[src/rtl/fma16_pkg.sv]
// Shared types and bit positions for the fma16 request arbiter.
package fma16_pkg;

  // Arbiter control states.
  typedef enum logic [1:0] {
    IDLE = 2'd0,
    BUSY = 2'd1,
    RESP = 2'd2
  } state_t;

  // Bit positions inside the 4-bit op field {mul, add, negp, negz}.
  localparam int OP_MUL  = 3;
  localparam int OP_ADD  = 2;
  localparam int OP_NEGP = 1;
  localparam int OP_NEGZ = 0;

  // Bit positions inside the 4-bit flag field {invalid, overflow, underflow, inexact}.
  localparam int FLAG_INVALID   = 3;
  localparam int FLAG_OVERFLOW  = 2;
  localparam int FLAG_UNDERFLOW = 1;
  localparam int FLAG_INEXACT   = 0;

  // One complete operation as presented to the datapath.
  typedef struct packed {
    logic [15:0] x;
    logic [15:0] y;
    logic [15:0] z;
    logic [3:0]  op;
  } operand_t;

endpackage

[src/rtl/fma16_arb_rr.sv]
// Two-way round-robin grant: a lone valid requester always wins; with both
// valid, the one that was not granted last wins.
module rr_arb2 (
  input  logic [1:0] valid,
  input  logic       last,
  output logic [1:0] grant
);

  // Grant decode from the valid pair and the last-granted index.
  always_comb begin
    grant = 2'b00;
    case (valid)
      2'b01:   grant = 2'b01;
      2'b10:   grant = 2'b10;
      2'b11:   grant = last ? 2'b01 : 2'b10;
      default: grant = 2'b00;
    endcase
  end

endmodule

[src/rtl/fma16_arb.sv]
// fma16_arb: two-requester round-robin front end for a shared external
// combinational fma16 datapath. One operation is in flight at a time: the
// winner's operands are registered, held on dp_* for LATENCY cycles, and the
// datapath output is then captured and presented until the consumer takes it.
//
// state | meaning
// IDLE  | arbitrating; dp_* keep the last captured operands
// BUSY  | operands held on dp_*; counter runs down to zero
// RESP  | response registered and offered on rsp_*
module fma16_arb
  import fma16_pkg::*;
#(
  parameter int LATENCY = 2  // legal range 1..15
) (
  input  logic        clk,
  input  logic        reset,
  input  logic        req0_valid,
  output logic        req0_ready,
  input  logic [15:0] req0_x,
  input  logic [15:0] req0_y,
  input  logic [15:0] req0_z,
  input  logic [3:0]  req0_op,
  input  logic        req1_valid,
  output logic        req1_ready,
  input  logic [15:0] req1_x,
  input  logic [15:0] req1_y,
  input  logic [15:0] req1_z,
  input  logic [3:0]  req1_op,
  output logic [15:0] dp_x,
  output logic [15:0] dp_y,
  output logic [15:0] dp_z,
  output logic [3:0]  dp_op,
  input  logic [15:0] dp_result,
  input  logic [3:0]  dp_flags,
  output logic        rsp_valid,
  input  logic        rsp_ready,
  output logic [15:0] rsp_result,
  output logic [3:0]  rsp_flags,
  output logic        rsp_id
);

  localparam logic [3:0] CNT_LOAD = 4'(LATENCY - 1);

  state_t     state;
  state_t     state_next;
  logic [3:0] cnt;
  logic       last;
  logic [1:0] grant;
  logic       accept;
  logic       busy_done;
  operand_t   req0_opnd;
  operand_t   req1_opnd;
  operand_t   opnd_q;
  logic       id_q;

  assign req0_opnd = {req0_x, req0_y, req0_z, req0_op};
  assign req1_opnd = {req1_x, req1_y, req1_z, req1_op};

  rr_arb2 u_rr (
    .valid ({req1_valid, req0_valid}),
    .last  (last),
    .grant (grant)
  );

  assign accept    = (state == IDLE) && (grant != 2'b00);
  assign busy_done = (state == BUSY) && (cnt == 4'd0);

  assign dp_x  = opnd_q.x;
  assign dp_y  = opnd_q.y;
  assign dp_z  = opnd_q.z;
  assign dp_op = opnd_q.op;

  // State register.
  always_ff @(posedge clk or posedge reset) begin
    if (reset) state <= IDLE;
    else       state <= state_next;
  end

  // Next-state decode.
  always_comb begin
    state_next = state;
    case (state)
      IDLE:    if (accept)    state_next = BUSY;
      BUSY:    if (busy_done) state_next = RESP;
      RESP:    if (rsp_ready) state_next = IDLE;
      default: state_next = IDLE;
    endcase
  end

  // Handshake outputs; readies only ever assert while arbitrating, so a
  // response handshake can never coincide with a new accept.
  always_comb begin
    req0_ready = 1'b0;
    req1_ready = 1'b0;
    rsp_valid  = 1'b0;
    case (state)
      IDLE: begin
        req0_ready = grant[0];
        req1_ready = grant[1];
      end
      RESP:    rsp_valid = 1'b1;
      default: ;
    endcase
  end

  // Busy-window down-counter: loaded on accept, terminal count ends BUSY.
  always_ff @(posedge clk or posedge reset) begin
    if (reset) begin
      cnt <= 4'd0;
    end else if (accept) begin
      cnt <= CNT_LOAD;
    end else if ((state == BUSY) && (cnt != 4'd0)) begin
      cnt <= cnt - 4'd1;
    end
  end

  // Operand, id and round-robin pointer capture on accept. The pointer
  // resets to 1 so that req0 is favoured first.
  always_ff @(posedge clk or posedge reset) begin
    if (reset) begin
      opnd_q <= '0;
      id_q   <= 1'b0;
      last   <= 1'b1;
    end else if (accept) begin
      opnd_q <= grant[1] ? req1_opnd : req0_opnd;
      id_q   <= grant[1];
      last   <= grant[1];
    end
  end

  // Response capture on the last BUSY edge; held through RESP.
  always_ff @(posedge clk or posedge reset) begin
    if (reset) begin
      rsp_result <= 16'h0000;
      rsp_flags  <= 4'h0;
      rsp_id     <= 1'b0;
    end else if (busy_done) begin
      rsp_result <= dp_result;
      rsp_flags  <= dp_flags;
      rsp_id     <= id_q;
    end
  end

endmodule

[config.mk]
export PLATFORM = sky130hd
export DESIGN_NAME = fma16_arb
export DESIGN_NICKNAME = d
export VERILOG_FILES = /design/src/rtl/fma16_pkg.sv /design/src/rtl/fma16_arb_rr.sv /design/src/rtl/fma16_arb.sv
export SDC_FILE = /design/constraint.sdc
export NUM_CORES = 1
export LEC_CHECK = 0
export BUFFER_PORTS_ARGS = -buffer_cell sky130_fd_sc_hd__buf_2
export CAP_MARGIN = 0
export CORE_MARGIN = 3
export CORE_UTILIZATION = 48
export CTS_CLUSTER_SIZE = 16
export DETAILED_ROUTE_END_ITERATION = 8
export MAX_ROUTING_LAYER = met4
export PLACE_DENSITY = 0.86
export SETUP_SLACK_MARGIN = 0.5
export SLEW_MARGIN = 20
export SYNTH_ARGS = -nofsm -noshare
export SYNTH_HDL_FRONTEND = slang
export SYNTH_SLANG_ARGS = --single-unit
[constraint.sdc]
create_clock -name clk -period 5.3 [get_ports clk]
set_input_delay 1.06 -clock clk [delete_from_list [all_inputs] [get_ports clk]]
set_output_delay 1.06 -clock clk [all_outputs]
set_load 0.01 [all_outputs]
==> impl_metrics.yaml, run 1 <==
power:
  powerDensity_mw_per_mm2: 599
  vdd_ir_drop_max_v: 0.000258
  power.leakage_nw: 2.46
sta:
  max_slew_margin_pct: 48.1
  fmax_mhz: 358
  slew_violations: 0
  skew_ns: 0.0171
  fin_ws_ns: 2.51
  rsz0062_at_grt: "false"
  tightest_slew_ns: 0.778
  hold_viol_final: 0
  finalSetupViolCount: 0
  finalCritPeriodShare_pct: 52.7
  min_period_ns: 2.79
  tns_ns: 0
clocking:
  cts_setup_buffers: 0
  h-tree-depth: 3
  cts_buffers: 9
  clk_pin_slew_ns: 0.08
  insertion_delay_ns: 0.35
  hold_buffers: 0
  cts_tree: "done"
  clockRootBuffer: "clkbuf_8"
  cts_max_path_buffers: 2
  clock-sinks: 81
  post_cts_resized: 0
run:
  maxCapViolCount: 0
drt:
  drc_errors: 0
  drt_iter0_drc: 106
  ant_nets: 0
  vias_per_cell: 5.46
  drt_pass1_iterations: 4
  vias: 3068
  wl_microns: 9810
  wire_per_inst_microns: 17.5
die:
  fp.dieW_microns: 92.7
  die_h_microns: 92.7
  rows: 30
  core_area_sq_mm: 0.00702
  die_area_sq_mm: 0.00859
  io-pin-count: 205
  start_util_pct: 51.4
synth:
  syn_area_sq_mm: 0.00361
  synth_cells: 267
  synth_nets: 398
  ys_ff_latch: 81
  yosysSeqAreaShare_pct: 56.2
  postSynthAreaPerCell_sq_um: 13.5
  yosysUniqueCellTypes: 29
  ys_warn_count: 0
global_routing:
  gr-total-overflow: 0
  grt_pass1_wl_microns: 15400
  antenna_found_initial: 0
  grt_max_degree: 60
  grtUsageTotal_pct: 23.5
  grt_pass1_vias: 3171
cells_and_area:
  final_cell_area_sq_mm: 0.00483
  n_antenna_cell: 0
  nets: 592
  drive_gt1_share_pct: 54.9
  synthToLayoutAreaGrowth_pct: 34.0
worst_setup_path:
  regToRegStartpoint: "state[0]"
  reg2regPathDepth: 4
  required_ns: 4.24
  cp-end-kind: "primary output"
  r2r-end: "dp_y[1]"
  setup.worst_path.class: "flip-flop to primary output"
  path_max_fanout: 27
  critical_path_arrival_ns: 1.73
  r2r_slack_ns: 3.22
  start_kind: "flip-flop"
worst_hold_path:
  hold_start: "cnt[0]"
  hold_depth: 1
  hp-class: "flip-flop to flip-flop"
  worstHoldEndpoint: "cnt[0]"
placement:
  pre_cts_ws_ns: 2.48
  place_congestion: 0.760
  port_buffers: 204
  place_area_sq_mm: 0.00460
  dp_hpwl_microns: 7110
outcome:
  status: "complete, no violations"
==> area by class of cell <==
| type | instances | area [sq um] |
|---|---|---|
| multi-input cells | 154 | 1380 |
| flip-flops and latches | 81 | 2030 |
| clock buffers | 9 | 124 |
| inverters | 6 | 23.8 |
| fillers | 551 | 2190 |
| repair buffers | 209 | 1080 |
| clock inverters | 7 | 76.3 |
| well taps | 96 | 120 |
==> per-stage QoR <==
step	instances	hold slack [ns]	utilization (%)	power (mW)
global placement	545	0.458	65.6	2.38
finish	562	0.481	68.8	2.90
detailed placement	545	0.468	65.6	2.43
floorplan	267	0.446	-	1.98
CTS	561	0.488	68.4	2.89
global route	562	0.515	68.8	3.09
==> power breakdown <==
group          internal [mW]  switching [mW]
combinational          0.680           0.674
sequential             0.929           0.159
clock                  0.222           0.233
total                   1.83            1.07
==> worst max-delay path, stage by stage (launching register included) <==
cell     delay (ns)
dfrtp_1        0.42
nor2_4         0.52
and3_2         0.32
buf_2          0.13
==> state kept, by name, indices dropped and copies added, names as in the netlist <==
signal and cells:
last 1, dp_y 16, cnt 4, id_q 1, dp_x 16, rsp_flags 4, state 2, rsp_result 16
rsp_id 1, dp_op 4, dp_z 16
==> cell families after synthesis <==
group,synth area share [%]
DFF,56.2
and+or+nand+nor,3.02
buffers and inverters,5.66
muxes,7.25
AOI/OAI and AO/OA,27.1
adders and majority gates,0.694
==> worst max path at each step <==
stage          startpoint    endpoint  slack, ns  cells after the start
2_1_floorplan       reset      cnt[0]       2.16                      1
3_3_place_gp     state[0]  req1_ready       2.49                      3
3_5_place_dp     state[0]  req1_ready       2.48                      3
4_1_cts          state[0]  req1_ready       2.08                      3
5_1_grt          state[0]  req1_ready       2.41                      3
6_report         state[0]  req1_ready       2.51                      3
==> layout by cell type (no fill, tap or decap), types with 3 or more instances in the layout <==
master    count
dfrtp_1      80
a221o_1      53
clkbuf_8      9
mux2_2       21
inv_1         5
a21boi_0     52
inv_6         3
nand2_1       4
buf_4         4
buf_2       204
==> routing by layer <==
metal | part of all wire, % | vias to the layer above | track usage [%]
li1 | - | 1425 | -
met1 | 41 | 1486 | 28.2
met2 | 50 | 140 | 38.7
met3 | 7.5 | 17 | 6.17
met4 | 2.0 | 0 | 8.06
met5 | 0 | - | -
==> cells in the mapped netlist <==
library cell / count / area share, %
inv_1: 6 / 0.62
nand3_1: 1 / 0.14
nand2_1: 4 / 0.42
and4_1: 1 / 0.24
and3_1: 2 / 0.35
buf_2: 10 / 1.4
buf_4: 1 / 0.21
nand2b_1: 2 / 0.35
o21bai_1: 1 / 0.21
a221o_1: 53 / 15
ha_1: 2 / 0.69
dfrtp_1: 80 / 56
nor2_2: 1 / 0.17
mux2i_1: 1 / 0.28
dfstp_2: 1 / 0.73
nor2_1: 1 / 0.10
a21oi_1: 2 / 0.28
a21o_1: 2 / 0.42
and2b_2: 1 / 0.24
nand4_4: 1 / 0.59
clkbuf_1: 6 / 0.62
o21ai_0: 2 / 0.28
mux2_2: 21 / 6.6
mux2_4: 1 / 0.42
or2_1: 1 / 0.17
buf_6: 9 / 2.8
a221oi_2: 1 / 0.42
or3b_2: 1 / 0.24
a21boi_0: 52 / 11
Power figures use the tool's default switching activity.
==> run 2: changes to the inputs <==
--- a/config.mk
+++ b/config.mk
@@ -8,11 +8,11 @@
 export BUFFER_PORTS_ARGS = -buffer_cell sky130_fd_sc_hd__buf_2
 export CAP_MARGIN = 0
 export CORE_MARGIN = 3
-export CORE_UTILIZATION = 48
+export CORE_UTILIZATION = 40
 export CTS_CLUSTER_SIZE = 16
 export DETAILED_ROUTE_END_ITERATION = 8
 export MAX_ROUTING_LAYER = met4
-export PLACE_DENSITY = 0.86
+export PLACE_DENSITY = 0.77
 export SETUP_SLACK_MARGIN = 0.5
 export SLEW_MARGIN = 20
 export SYNTH_ARGS = -nofsm -noshare
==> constraint.sdc (replaced) <==
create_clock -name clk -period 2.25 [get_ports clk]
set_input_delay 0.45 -clock clk [delete_from_list [all_inputs] [get_ports clk]]
set_output_delay 0.45 -clock clk [all_outputs]
set_load 0.01 [all_outputs]
==> run 2 against run 1 <==
- setup slack got worse by 2.1 ns
- worst hold slack got worse by 0.28 ns
- combinational power increased by 140%
- register-to-register slack got worse by 2.6 ns
- highest routed layer unchanged
==> impl_metrics.yaml, run 2 (same netlist as run 1, synthesis figures left out) <==
worst_setup_path:
  setup.worst_path.class: "flip-flop to primary output"
  critical_path_arrival_ns: 1.39
  required_ns: 1.80
  cp-end-kind: "primary output"
  path_max_fanout: 3
  start_kind: "flip-flop"
run:
  maxCapViolCount: 0
global_routing:
  gr-total-overflow: 0
  grtUsageTotal_pct: 19.4
  grt_pass1_vias: 3134
  grt_max_degree: 58
  antenna_found_initial: 0
  grt_pass1_wl_microns: 15200
die:
  core_area_sq_mm: 0.00872
  die_h_microns: 101
  io-pin-count: 205
  start_util_pct: 41.3
  rows: 34
  die_area_sq_mm: 0.0102
  fp.dieW_microns: 101
clocking:
  cts_max_path_buffers: 2
  cts_buffers: 9
  clockRootBuffer: "clkbuf_8"
  clock-sinks: 81
  clk_pin_slew_ns: 0.09
  cts_tree: "done"
  insertion_delay_ns: 0.35
  h-tree-depth: 3
sta:
  whs_ns: 0.198
  min_period_ns: 1.84
  finalCritPeriodShare_pct: 81.7
  tightest_slew_ns: 0.974
  max_slew_margin_pct: 35.1
  hold_viol_final: 0
  finalSetupViolCount: 0
  skew_ns: 0.0160
  rsz0062_at_grt: "true"
  slew_violations: 0
  fmax_mhz: 544
  tns_ns: 0
drt:
  wl_microns: 9600
  vias: 3111
  vias_per_cell: 5.36
  drt_pass1_iterations: 4
  ant_nets: 0
  drc_errors: 0
  wire_per_inst_microns: 16.6
  drt_iter0_drc: 109
worst_hold_path:
  hp-class: "input port to async pin"
power:
  vdd_ir_drop_max_v: 0.000509
  seq_power_share_pct: 36.9
  p_int_mw: 4.37
  share_comb_of_total_power_pct: 47.5
  power.leakage_nw: 2.50
  powerDensity_mw_per_mm2: 1390
  swShare_pct: 36.5
  power_mw: 6.88
  p_sw_mw: 2.51
  clkPwrFrac_pct: 15.6
placement:
  dp_hpwl_microns: 6700
  place_congestion: 0.738
  port_buffers: 204
cells_and_area:
  fillers: 733
  drive_gt1_share_pct: 55.9
  final_common_cell: "buf_2"
  layout_common_cells: "203 x buf_2, 80 x dfrtp_1, 53 x a221o_1"
  synthToLayoutAreaGrowth_pct: 36.9
  n_antenna_cell: 0
  nets: 598
outcome:
  status: "complete, no violations"
-- run 2: worst max-delay path: stages, from the launching register on --
cell and delay, ns:
dfstp_2 0.55, nand2b_4 0.12, and3_4 0.19, buf_12 0.10, buf_6 0.09
-- run 2: cell type report --
type	instances	area, sq um	area share, %
Clock buffer	10	128	2.58
Clock inverter	6	67.6	1.37
Inverter	6	26.3	0.532
Multi-Input combinational cell	154	1410	28.5
Sequential cell	81	2030	41.1
Tap cell	108	135	2.74
Timing Repair Buffer	215	1150	23.2
-- run 2: layer usage --
| layer | share of wire, % | wire length [microns] | GRT usage, % | up-vias |
|---|---|---|---|---|
| met3 | 9.4 | 900 | 5.47 | 15 |
| met5 | 0 | 0 | - | - |
| met1 | 42 | 4010 | 24.3 | 1516 |
| met4 | 2.0 | 191 | 6.54 | 0 |
| li1 | - | - | - | 1433 |
| met2 | 47 | 4510 | 30.4 | 147 |
-- run 2: path summary, 6_finish.rpt --
kind	start	endpoint	slack [ns]	cells after the start
worst min-delay path	reset	dp_op[0]	0.20	3
min in group clk	rsp_ready	state[1]	0.30	2
max in group asynchronous	reset	dp_x[10]	1.51	3
worst max register to register	state[0]	dp_z[11]	0.61	4
worst max-delay path	last	req0_ready	0.41	4
worst min register to register	cnt[0]	cnt[0]	0.49	1
-- run 2: power by group through the flow --
| stage | Clock [mW] | Combinational [mW] | Sequential (mW) |
|---|---|---|---|
| 3_3_place_gp | 0 | 3.09 | 2.54 |
| 6_report | 1.07 | 3.27 | 2.54 |
| 2_1_floorplan | 0 | 1.83 | 2.84 |
| 5_1_grt | 1.15 | 3.59 | 2.63 |
| 3_5_place_dp | 0 | 3.20 | 2.54 |
| 4_1_cts | 1.09 | 3.29 | 2.54 |
-- run 2: per-stage QoR --
stage               cells  area [sq um]  utilization [%]  setup slack [ns]
floorplan             267          3610                -             0.702
global placement      560          4640             53.3             0.283
detailed placement    560          4640             53.3             0.247
CTS                   579          4910             56.3             0.406
global route          580          4940             56.6             0.360
finish                580          4940             56.6             0.411
-- run 2: what timing repair did --
item,4_1_cts,5_1_grt
pin swaps,1,0
hold buffers,0,0
gates cloned,1,0
endpoints found under the setup margin,2,7
gates resized for setup,5,3
setup buffers,2,1
